==> src/rtl/z80_rom_fetch_bridge.sv <==
// Z80 bus to SDRAM ROM port bridge: turns in-window CPU reads into 16-bit word requests,
// stalls the CPU through WAIT_n until data returns, and keeps a one-word line buffer.
module z80_rom_fetch_bridge #(
  parameter int unsigned    AW         = 22,
  parameter logic [AW-1:0]  ROM_OFFSET = '0,
  parameter logic [15:0]    WIN_LO     = 16'h0000,
  parameter logic [15:0]    WIN_HI     = 16'hBFFF
) (
  input  logic          CLK,
  input  logic          RESET,
  input  logic [15:0]   A,
  input  logic          MREQ_n,
  input  logic          RD_n,
  input  logic          RFSH_n,
  output logic          WAIT_n,
  output logic [7:0]    DOUT,
  output logic          SEL,
  input  logic          rom_flush,
  output logic [AW-1:0] rom_addr,
  output logic          rom_req,
  input  logic          rom_ack,
  input  logic [15:0]   rom_data
);

  typedef enum logic [1:0] {
    StIdle,
    StReq,
    StHold
  } state_e;

  state_e        state_q, state_d;
  logic          req_q, req_d;
  logic [AW-1:0] addr_q, addr_d;
  logic          valid_q, valid_d;
  logic [14:0]   tag_q, tag_d;
  logic [14:0]   req_tag_q, req_tag_d;
  logic [15:0]   word_q, word_d;
  logic [7:0]    dout_q, dout_d;

  logic          in_win;
  logic          rd_active;
  logic          hit;
  logic [14:0]   word_idx;
  logic [AW-1:0] addr_calc;

  // Signed 32-bit compare keeps the window check free of constant-bound lint noise.
  assign in_win    = (int'(A) >= int'(WIN_LO)) && (int'(A) <= int'(WIN_HI));
  assign rd_active = ~MREQ_n & ~RD_n & RFSH_n & in_win;
  assign hit       = valid_q & (tag_q == A[15:1]);

  assign word_idx  = A[15:1] - WIN_LO[15:1];
  assign addr_calc = ROM_OFFSET + AW'(word_idx);

  function automatic logic [7:0] pick_byte(input logic [15:0] w, input logic odd);
    return odd ? w[15:8] : w[7:0];
  endfunction

  always_comb begin
    state_d   = state_q;
    req_d     = req_q;
    addr_d    = addr_q;
    valid_d   = valid_q;
    tag_d     = tag_q;
    req_tag_d = req_tag_q;
    word_d    = word_q;
    dout_d    = dout_q;

    if (rom_flush) begin
      valid_d = 1'b0;
    end

    case (state_q)
      StIdle: begin
        if (rd_active) begin
          if (hit) begin
            dout_d  = pick_byte(word_q, A[0]);
            state_d = StHold;
          end else begin
            addr_d    = addr_calc;
            req_tag_d = A[15:1];
            req_d     = 1'b1;
            state_d   = StReq;
          end
        end
      end

      StReq: begin
        if (rom_ack) begin
          // Fill overrides a same-cycle flush.
          word_d  = rom_data;
          tag_d   = req_tag_q;
          valid_d = 1'b1;
          req_d   = 1'b0;
          // A new cycle to another word after an abort must not get this word's byte;
          // returning to idle re-issues it as a miss with WAIT_n still low.
          if (rd_active && (A[15:1] == req_tag_q)) begin
            dout_d  = pick_byte(rom_data, A[0]);
            state_d = StHold;
          end else begin
            state_d = StIdle;
          end
        end
      end

      StHold: begin
        if (!rd_active) begin
          state_d = StIdle;
        end
      end

      default: begin
        state_d = StIdle;
      end
    endcase
  end

  always_ff @(posedge CLK) begin
    if (RESET) begin
      state_q   <= StIdle;
      req_q     <= 1'b0;
      addr_q    <= '0;
      valid_q   <= 1'b0;
      tag_q     <= '0;
      req_tag_q <= '0;
      word_q    <= '0;
      dout_q    <= '0;
    end else begin
      state_q   <= state_d;
      req_q     <= req_d;
      addr_q    <= addr_d;
      valid_q   <= valid_d;
      tag_q     <= tag_d;
      req_tag_q <= req_tag_d;
      word_q    <= word_d;
      dout_q    <= dout_d;
    end
  end

  // Combinational so the stall is visible before the CPU samples WAIT_n in T2.
  assign WAIT_n   = ~(((state_q == StIdle) & rd_active & ~hit) |
                      ((state_q == StReq) & rd_active));
  assign DOUT     = dout_q;
  assign SEL      = rd_active;
  assign rom_addr = addr_q;
  assign rom_req  = req_q;

endmodule

==> config.mk <==
export PLATFORM = sky130hd
export DESIGN_NAME = z80_rom_fetch_bridge
export DESIGN_NICKNAME = d
export VERILOG_FILES = /design/src/rtl/z80_rom_fetch_bridge.sv
export SDC_FILE = /design/constraint.sdc
export NUM_CORES = 1
export LEC_CHECK = 0
export BUFFER_PORTS_ARGS = -buffer_cell sky130_fd_sc_hd__buf_2
export CAP_MARGIN = 20
export CORE_ASPECT_RATIO = 1.2
export CORE_MARGIN = 4
export CORE_UTILIZATION = 55
export CTS_BUF_LIST = sky130_fd_sc_hd__clkbuf_8
export DETAILED_ROUTE_END_ITERATION = 10
export PLACE_DENSITY_LB_ADDON = 0.15
export SYNTH_ARGS = -nofsm -noshare
export SYNTH_HDL_FRONTEND = slang
export SYNTH_SLANG_ARGS = --single-unit
==> constraint.sdc <==
create_clock -name CLK -period 2.2 [get_ports CLK]
set_clock_uncertainty 0.05 [all_clocks]
set_input_delay 0.44 -clock CLK [delete_from_list [all_inputs] [get_ports CLK]]
set_output_delay 0.44 -clock CLK [all_outputs]
set_load 0.01 [all_outputs]
### Word level (Yosys, flattened, before mapping)

Index checks and enable logic that the tools add are counted.
W data, S select, Z words.

* magnitude comparators: 1
* equal/unequal tests: 10
* muxes and demuxes: 20
* bitwise logic cells: 12
* reductions and logical operators: 8

Operators with widths (number)
* $mux W8: 6
* $eq A15 B15 Y1: 2
* $le A16 B16 Y1 const B: 1
* $pmux W8 S2: 1
* $ne A2 B2 Y1 const B: 6
* $mux W2: 5
* $and A1 B1 Y1: 7
* $mux W1: 6
* $pmux W2 S3: 1
* $reduce_and A3 Y1: 2
* $reduce_and A5 Y1: 1
* $not A1 Y1: 4
* $reduce_and A4 Y1: 1
* $eq A2 B1 Y1 const B: 1
* $eq A2 B2 Y1 const B: 1
* $logic_not A2 Y1: 1
* $pmux W1 S2: 1
* $reduce_and A2 Y1: 1
* $reduce_bool A2 Y1: 1
* $logic_and A1 B1 Y1: 1
* $or A1 B1 Y1: 1

* flip-flop bits (word level): 58
* input bits: 39
* output and inout port bits: 33
* word-level logic and storage cells: 58

### Depth between registers and ports, before layout

Gate-level depths: netlist of run 1.

* depth in word-level cells: 8
* depth in mapped cells: 7
* gate-level depth less buffers: 5

### Least setup slack after synthesis of run 1

Ideal clock, no wire load.

* kind: input to output
* start: input port A[14]
* end: output port WAIT_n
* arrival: 1707 ps
* data required time: 1710 ps
* path slack: 3 ps
* stages: 6
* buffers on the path: 2
* cell sequence: xnor2_1 > nand4_1 > or4_1 > buf_6 > buf_8 > o21ai_2

* cells in the longest elaborated chain, start to end: 6

Ends and longest elaborated chain
* from (decl): line 11 `input logic [15:0] A,`
* $le A16 B16 Y1 / $eq A15 B15 Y1 (equally long branches): line 47, 49
* $and A1 B1 Y1, on equally long branches: line 48, 49
* $and A1 B1 Y1 / $not A1 Y1 (equally long branches)
* $and A1 B1 Y1: line 140 `assign WAIT_n = ~(((state_q == StIdle) & rd_active & ~hit) |`
* $or A1 B1 Y1 *: line 140
* $not A1 Y1 *: line 140
* to (decl): line 15 `output logic WAIT_n,`

Every way passes the cells marked *; elsewhere a longest branch is shown, timed or not.

### Worst setup path in the final report of run 1

* start: register tag_q[10]
* end: output port WAIT_n

* cells in the longest elaborated chain, start to end: 6

Ends and longest elaborated chain
* from (decl): line 35 `logic [14:0] tag_q, tag_d;`
* from (signal assigned): line 132 `tag_q <= tag_d;`
* $eq A15 B15 Y1: line 49 `assign hit = valid_q & (tag_q == A[15:1]);`
* $and A1 B1 Y1: line 49
* $not A1 Y1 (no line)
* $and A1 B1 Y1: line 140
* $or A1 B1 Y1: line 140
* $not A1 Y1: line 140

No other way between the ends.

==> impl_metrics.env, run 1 <==
export IMPL_cp_required_ns=1.71
export IMPL_grt_pass1_wl_um=10900
export IMPL_final_common_cell="nand2_1"
export IMPL_grt_max_degree=67
export IMPL_reg2reg_setup_slack_ns=0.44
export IMPL_first_global_vias=2437
export IMPL_clk_pin_slew_ns=0.06
export IMPL_final_nets=436
export IMPL_synth_top_area_share_pct=41.4
export IMPL_synth_seq_area_share_pct=41.4
export IMPL_dr_pass1_iters=4
export IMPL_timing_worst_setup_path_type="flop to primary output"
export IMPL_drt_first_iter_violations=201
export IMPL_clk_latency_ns=0.35
export IMPL_gp_congestion=0.807
export IMPL_syn_area_um2=2810
export IMPL_drive_above_1_share_pct=31.7
export IMPL_synth_seq_cells=58
export IMPL_overflow=0
export IMPL_setup_viol=1
export IMPL_fin_ws_ns=-0.117
export IMPL_root_buffer="clkbuf_8"
export IMPL_cts_htree_levels=3
export IMPL_diodes=0
export IMPL_rsz0062_at_grt="yes"
export IMPL_whs_ns=0.284
export IMPL_layout_common_cells="nand2_1 (66), buf_2 (64), dfxtp_1 (51)"
export IMPL_synth_edf_count=0
export IMPL_dpl_hpwl_um=4550
export IMPL_endpoint_kind="primary output"
export IMPL_status="finished with violations"
export IMPL_period_needed_ns=2.32
export IMPL_finalPower_w=0.00224
export IMPL_fin_crit_sh_pct=105
export IMPL_wl_per_cell_um=14.2
export IMPL_hold_path_class="primary input to flop"
export IMPL_antenna_found_initial=0
export IMPL_violations="setup timing"
export IMPL_synth_async_sr_flop_share_pct=0
export IMPL_avgSynthCellArea_um2=8.68
export IMPL_yosysWarnings=0
export IMPL_worstPathMaxFanout=2
export IMPL_powerDensity_nw_per_um2=645
export IMPL_port_buffers=64
export IMPL_rows=28
export IMPL_synthToLayoutAreaGrowth_pct=23.6
export IMPL_die_area_um2=6310
export IMPL_hold_buffers=0
export IMPL_postSynthCellCount=323
export IMPL_slew_headroom_pct=64.5
export IMPL_ant_nets=0
export IMPL_cts_buffers=9
export IMPL_timing_fmax_ghz=0.432
export IMPL_worst_slew_pin_slew_ns=0.533
export IMPL_drc_errors=0
export IMPL_irDropWorstVdd_mv=0.441
export IMPL_max_cap_violations=0
export IMPL_start_util_pct=56.8
export IMPL_synthTopCellsByArea="dfxtp_1 (41%), xnor2_1 (9.1%), a21oi_1 (8.9%), nand2_1 (8.8%), mux4_2 (6.4%)"
export IMPL_leakage_nw=1.40
export IMPL_vias=2427
export IMPL_startpoint_type="flop"
export IMPL_num_io_pins=72
export IMPL_viasPerCell=5.26
export IMPL_routed_wl_um=6540
export IMPL_synth_top_area_cell="dfxtp_1"
export IMPL_fp_dieH_um=86.2
export IMPL_cts_sinks=58
export IMPL_arrival_ns=1.83
export IMPL_core_area_um2=4940
export IMPL_hold_viol_final=0
export IMPL_die_w_um=73.2
export IMPL_cts_buffer_depth=2
export IMPL_cts_tree="built"
export IMPL_synth_ff_type="dfxtp_1"
export IMPL_grt_usage_pct=22.6
export IMPL_slew_violations=0
export IMPL_synth_distinct_cells=32
[final timing paths]
path | from | to | cells after the start
worst min register to register | word_q[9] | word_q[9] | 2
worst min-delay path | rom_data[13] | word_q[13] | 3
worst max-delay path | tag_q[10] | WAIT_n | 5
worst max register to register | tag_q[10] | rom_addr[14] | 7
[cells in the mapped netlist, drive strengths merged (2+ instances only)]
cell type and n:
nand4 7, dfxtp 58, buf 15, nor2 3, o21ai 17, nor3 2, clkbuf 14, nor4 2
mux4 8, nand3 16, xnor2 29, a21oi 50, mux2i 8, nand2b 18, nand2 68
[worst max-delay path: stages, from the launching register on]
cell     delay, ns
dfxtp_2       0.33
xnor2_2       0.17
nand4_1       0.13
or4_4         0.55
o21ai_2       0.15
buf_2         0.15
[power by group]
part	total (W)	internal (W)	switching [W]	leakage (nW)
Clock	0.000941	0.000535	0.000406	0.105
Sequential	0.00108	0.00106	0.0000121	0.472
Combinational	0.000220	0.000105	0.000115	0.821
[registers in the layout, indices dropped and copies added, names as in the netlist]
register	cells
word_q	16
rom_addr	15
tag_q	15
DOUT	8
state_q	2
rom_req	1
valid_q	1
[per-layer routing]
layer	GRT usage (%)	up-vias	part of all wire (%)
li1	-	1227	-
met1	25.5	1106	39
met2	37.3	75	52
met3	4.99	19	6.4
met4	15.4	0	3.2
met5	0	-	0
[layout make-up]
class / count / area (µm²)
Inverter: 1 / 3.75
Clock inverter: 5 / 47.5
Fill cell: 404 / 1470
Clock buffer: 10 / 138
Sequential cell: 58 / 1170
Tap cell: 60 / 75.1
Timing Repair Buffer: 86 / 498
Multi-Input combinational cell: 241 / 1530
[through the flow]
step	cells	worst slack [ns]	util [%]	area (µm²)	setup TNS [ns]
finish	461	-0.117	70.2	3470	-0.117
global route	461	-0.184	70.2	3470	-0.184
CTS	461	-0.122	69.8	3450	-0.122
detailed placement	446	-0.147	65.2	3220	-0.147
global placement	446	-0.117	65.2	3220	-0.117
floorplan	329	0.00291	-	2830	0
[cell families after synthesis]
group                  count (synthesis)  synth area share, %
AND/OR/NAND/NOR                      120                 21.0
XOR/XNOR                              30                 9.37
flip-flops                            58                 41.4
other                                  1                0.134
buffers and inverters                 30                 6.47
multiplexers                          16                 9.28
AO/OA/AOI/OAI                         68                 12.4
[timing repair]
item | CTS | global route
buffers inserted | 0 | 0
pin swaps | 2 | 3
hold endpoints to repair | 0 | 0
setup endpoints to repair | 1 | 1
resized for setup | 8 | 6
Note: power is estimated with default switching activity, not from simulation.
==> inputs of run 2 (changes only) <==
--- a/config.mk
+++ b/config.mk
@@ -12,7 +12,7 @@
 export CORE_UTILIZATION = 55
 export CTS_BUF_LIST = sky130_fd_sc_hd__clkbuf_8
 export DETAILED_ROUTE_END_ITERATION = 10
-export PLACE_DENSITY_LB_ADDON = 0.15
+export PLACE_DENSITY = 0.9
 export SYNTH_ARGS = -nofsm -noshare
 export SYNTH_HDL_FRONTEND = slang
 export SYNTH_SLANG_ARGS = --single-unit
==> run 2 against run 1 <==
  * The flow still finishes with violations (setup timing)
  * Combinational power about the same
  * Wire length increased by 7.9%
  * Sequential power about the same
  * Setup slack improved by 0.011 ns
  * Utilization increased by 0.35 points
  * Largest cell class unchanged
==> impl_metrics.env, run 2 (synthesis gave the netlist of run 1 again) <==
export IMPL_status="finished with violations"
export IMPL_violations="setup timing"
export IMPL_hold_path_class="primary input to flop"
export IMPL_powerDensity_nw_per_um2=616
export IMPL_worst_slew_pin_slew_ns=0.593
export IMPL_p_switching_w=0.000522
export IMPL_cts_htree_levels=3
export IMPL_met2_length_um=3780
export IMPL_finalPower_w=0.00215
export IMPL_overflow=0
export IMPL_reg2reg_depth=8
export IMPL_slew_violations=0
export IMPL_die_w_um=73.2
export IMPL_leakage_nw=1.40
export IMPL_arrival_ns=1.82
export IMPL_cp_num_buf_inv=1
export IMPL_diodes=0
export IMPL_hold_buffers=0
export IMPL_top_layer_used="met4"
export IMPL_wl_met3_um=498
export IMPL_cts_buffer_depth=2
export IMPL_dpl_hpwl_um=4890
export IMPL_p_int_w=0.00162
export IMPL_fin_crit_sh_pct=105
export IMPL_rr_startpoint="tag_q[0]"
export IMPL_die_area_um2=6310
export IMPL_grt_max_degree=39
export IMPL_setup_viol=1
export IMPL_fin_ws_ns=-0.106
export IMPL_root_buffer="clkbuf_8"
export IMPL_path_cells="xnor2_2 -> nand4_1 -> or4_4 -> o21ai_2 -> buf_2"
export IMPL_max_stage_delay_ns=0.57
export IMPL_min_path_cells=3
export IMPL_clk_latency_ns=0.33
export IMPL_cts_tree="built"
export IMPL_rsz0062_at_grt="yes"
export IMPL_grt_pass1_wl_um=11300
export IMPL_power_share_combinational_pct=10.4
export IMPL_first_global_vias=2494
export IMPL_start_util_pct=56.8
export IMPL_cp_slowest_cell="or4_4"
export IMPL_nFillCells=364
export IMPL_whs_ns=0.303
export IMPL_fp_dieH_um=86.2
export IMPL_final_common_cell="nand2_1"
export IMPL_final_nets=440
export IMPL_cts_sinks=58
export IMPL_drive_above_1_share_pct=31.9
export IMPL_wl_per_cell_um=15.2
export IMPL_cts_buffers=9
export IMPL_swShare_pct=24.3
export IMPL_slew_headroom_pct=60.5
export IMPL_hold_viol_final=0
export IMPL_layout_common_cells="nand2_1 (66), buf_2 (64), dfxtp_1 (53)"
export IMPL_r2r_end="rom_addr[3]"
export IMPL_port_buffers=64
export IMPL_ant_nets=0
export IMPL_largest_reg_flops=16
export IMPL_timing_fmax_ghz=0.434
export IMPL_drc_errors=0
export IMPL_reg2reg_setup_slack_ns=0.28
export IMPL_synthToLayoutAreaGrowth_pct=24.2
export IMPL_drt_first_iter_violations=129
export IMPL_gp_congestion=0.841
export IMPL_num_io_pins=72
export IMPL_cp_required_ns=1.71
export IMPL_worstPathMaxFanout=2
export IMPL_grt_usage_pct=23.2
export IMPL_endpoint_kind="primary output"
export IMPL_dr_pass1_iters=5
export IMPL_max_cap_violations=0
export IMPL_startpoint_type="flop"
export IMPL_hp_start="rom_data[7]"
export IMPL_viasPerCell=5.44
export IMPL_clk_pin_slew_ns=0.06
export IMPL_period_needed_ns=2.31
export IMPL_holdPathEnd="word_q[7]"
export IMPL_met1Wirelength_um=2680
export IMPL_max_flop_register="word_q"
export IMPL_timing_worst_setup_path_type="flop to primary output"
export IMPL_antenna_found_initial=0
export IMPL_rows=28
export IMPL_pwr_share_clk_pct=39.4
export IMPL_routed_wl_um=7050
export IMPL_vias=2528
export IMPL_core_area_um2=4940
export IMPL_seqPwrFrac_pct=50.2
export IMPL_critical_path_top_delay_family="simple AND/OR/NAND/NOR gates"
export IMPL_irDropWorstVdd_mv=0.416
run 2: cell types whose count changed in the layout (fill, tap and decap cells not counted), sizes merged:
| cell | change |
|---|---|
| bufinv | -1 |
| clkinv | +1 |
| buf | +4 |
| clkbuf | +1 |
| inv | -1 |
run 2: timing repair:
action | in CTS | in global routing
gates resized for setup | 9 | 2
setup buffers | 2 | 2
endpoints found under the setup margin | 1 | 1
pin swaps | 5 | 4
run 2: worst max-delay path by stage:
stage,from,endpoint,slack [ns],cells past startpoint
floorplan,A[14],WAIT_n,0.003,6
detailed placement,A[14],WAIT_n,-0.12,6
global route,tag_q[12],WAIT_n,-0.20,5
global placement,A[14],WAIT_n,-0.14,6
finish,tag_q[0],WAIT_n,-0.11,5
CTS,tag_q[13],WAIT_n,-0.09,5
run 2: worst reg2reg max path, delay by kind of cell, from the launching register on:
family                 cells  cell delay [ns]
AO/OA/AOI/OAI              2             0.30
AND/OR/NAND/NOR            2             0.46
XOR/XNOR                   1             0.14
buffers and inverters      3             0.55
flip-flops                 1             0.34
run 2: per-layer routing:
| layer | GRT usage [%] | vias up |
|---|---|---|
| met4 | 11.4 | 0 |
| li1 | - | 1233 |
| met5 | 0 | - |
| met1 | 25.8 | 1183 |
| met3 | 4.87 | 13 |
| met2 | 41.0 | 99 |
run 2: cell type report:
cell class,count,area [µm²],share of cell area (%)
inverter,1,3.75,0.108
multi-input combinational,241,1530,43.8
sequential,58,1170,33.5
tap,60,75.1,2.16
clock buffer,11,151,4.35
timing repair buffer,90,541,15.5
clock inverter,4,18.8,0.539
run 2: power by group through the flow:
stage          combinational (W)  sequential, W  clock (W)
2_1_floorplan           0.000119        0.00110          0
3_3_place_gp            0.000209        0.00110          0
3_5_place_dp            0.000213        0.00110          0
4_1_cts                 0.000219        0.00108   0.000858
5_1_grt                 0.000241        0.00108   0.000916
6_report                0.000222        0.00108   0.000846
run 2: per-stage QoR:
stage                     util, %  cells  setup TNS [ns]  instance area (µm²)  setup WS [ns]
after floorplan                 -    329               0                 2830        0.00291
after global placement       65.5    446          -0.142                 3240         -0.142
after detailed placement     65.5    446          -0.115                 3240         -0.115
after CTS                    70.0    463         -0.0872                 3460        -0.0872
after global routing         70.5    465          -0.203                 3480         -0.203
final                        70.5    465          -0.106                 3480         -0.106
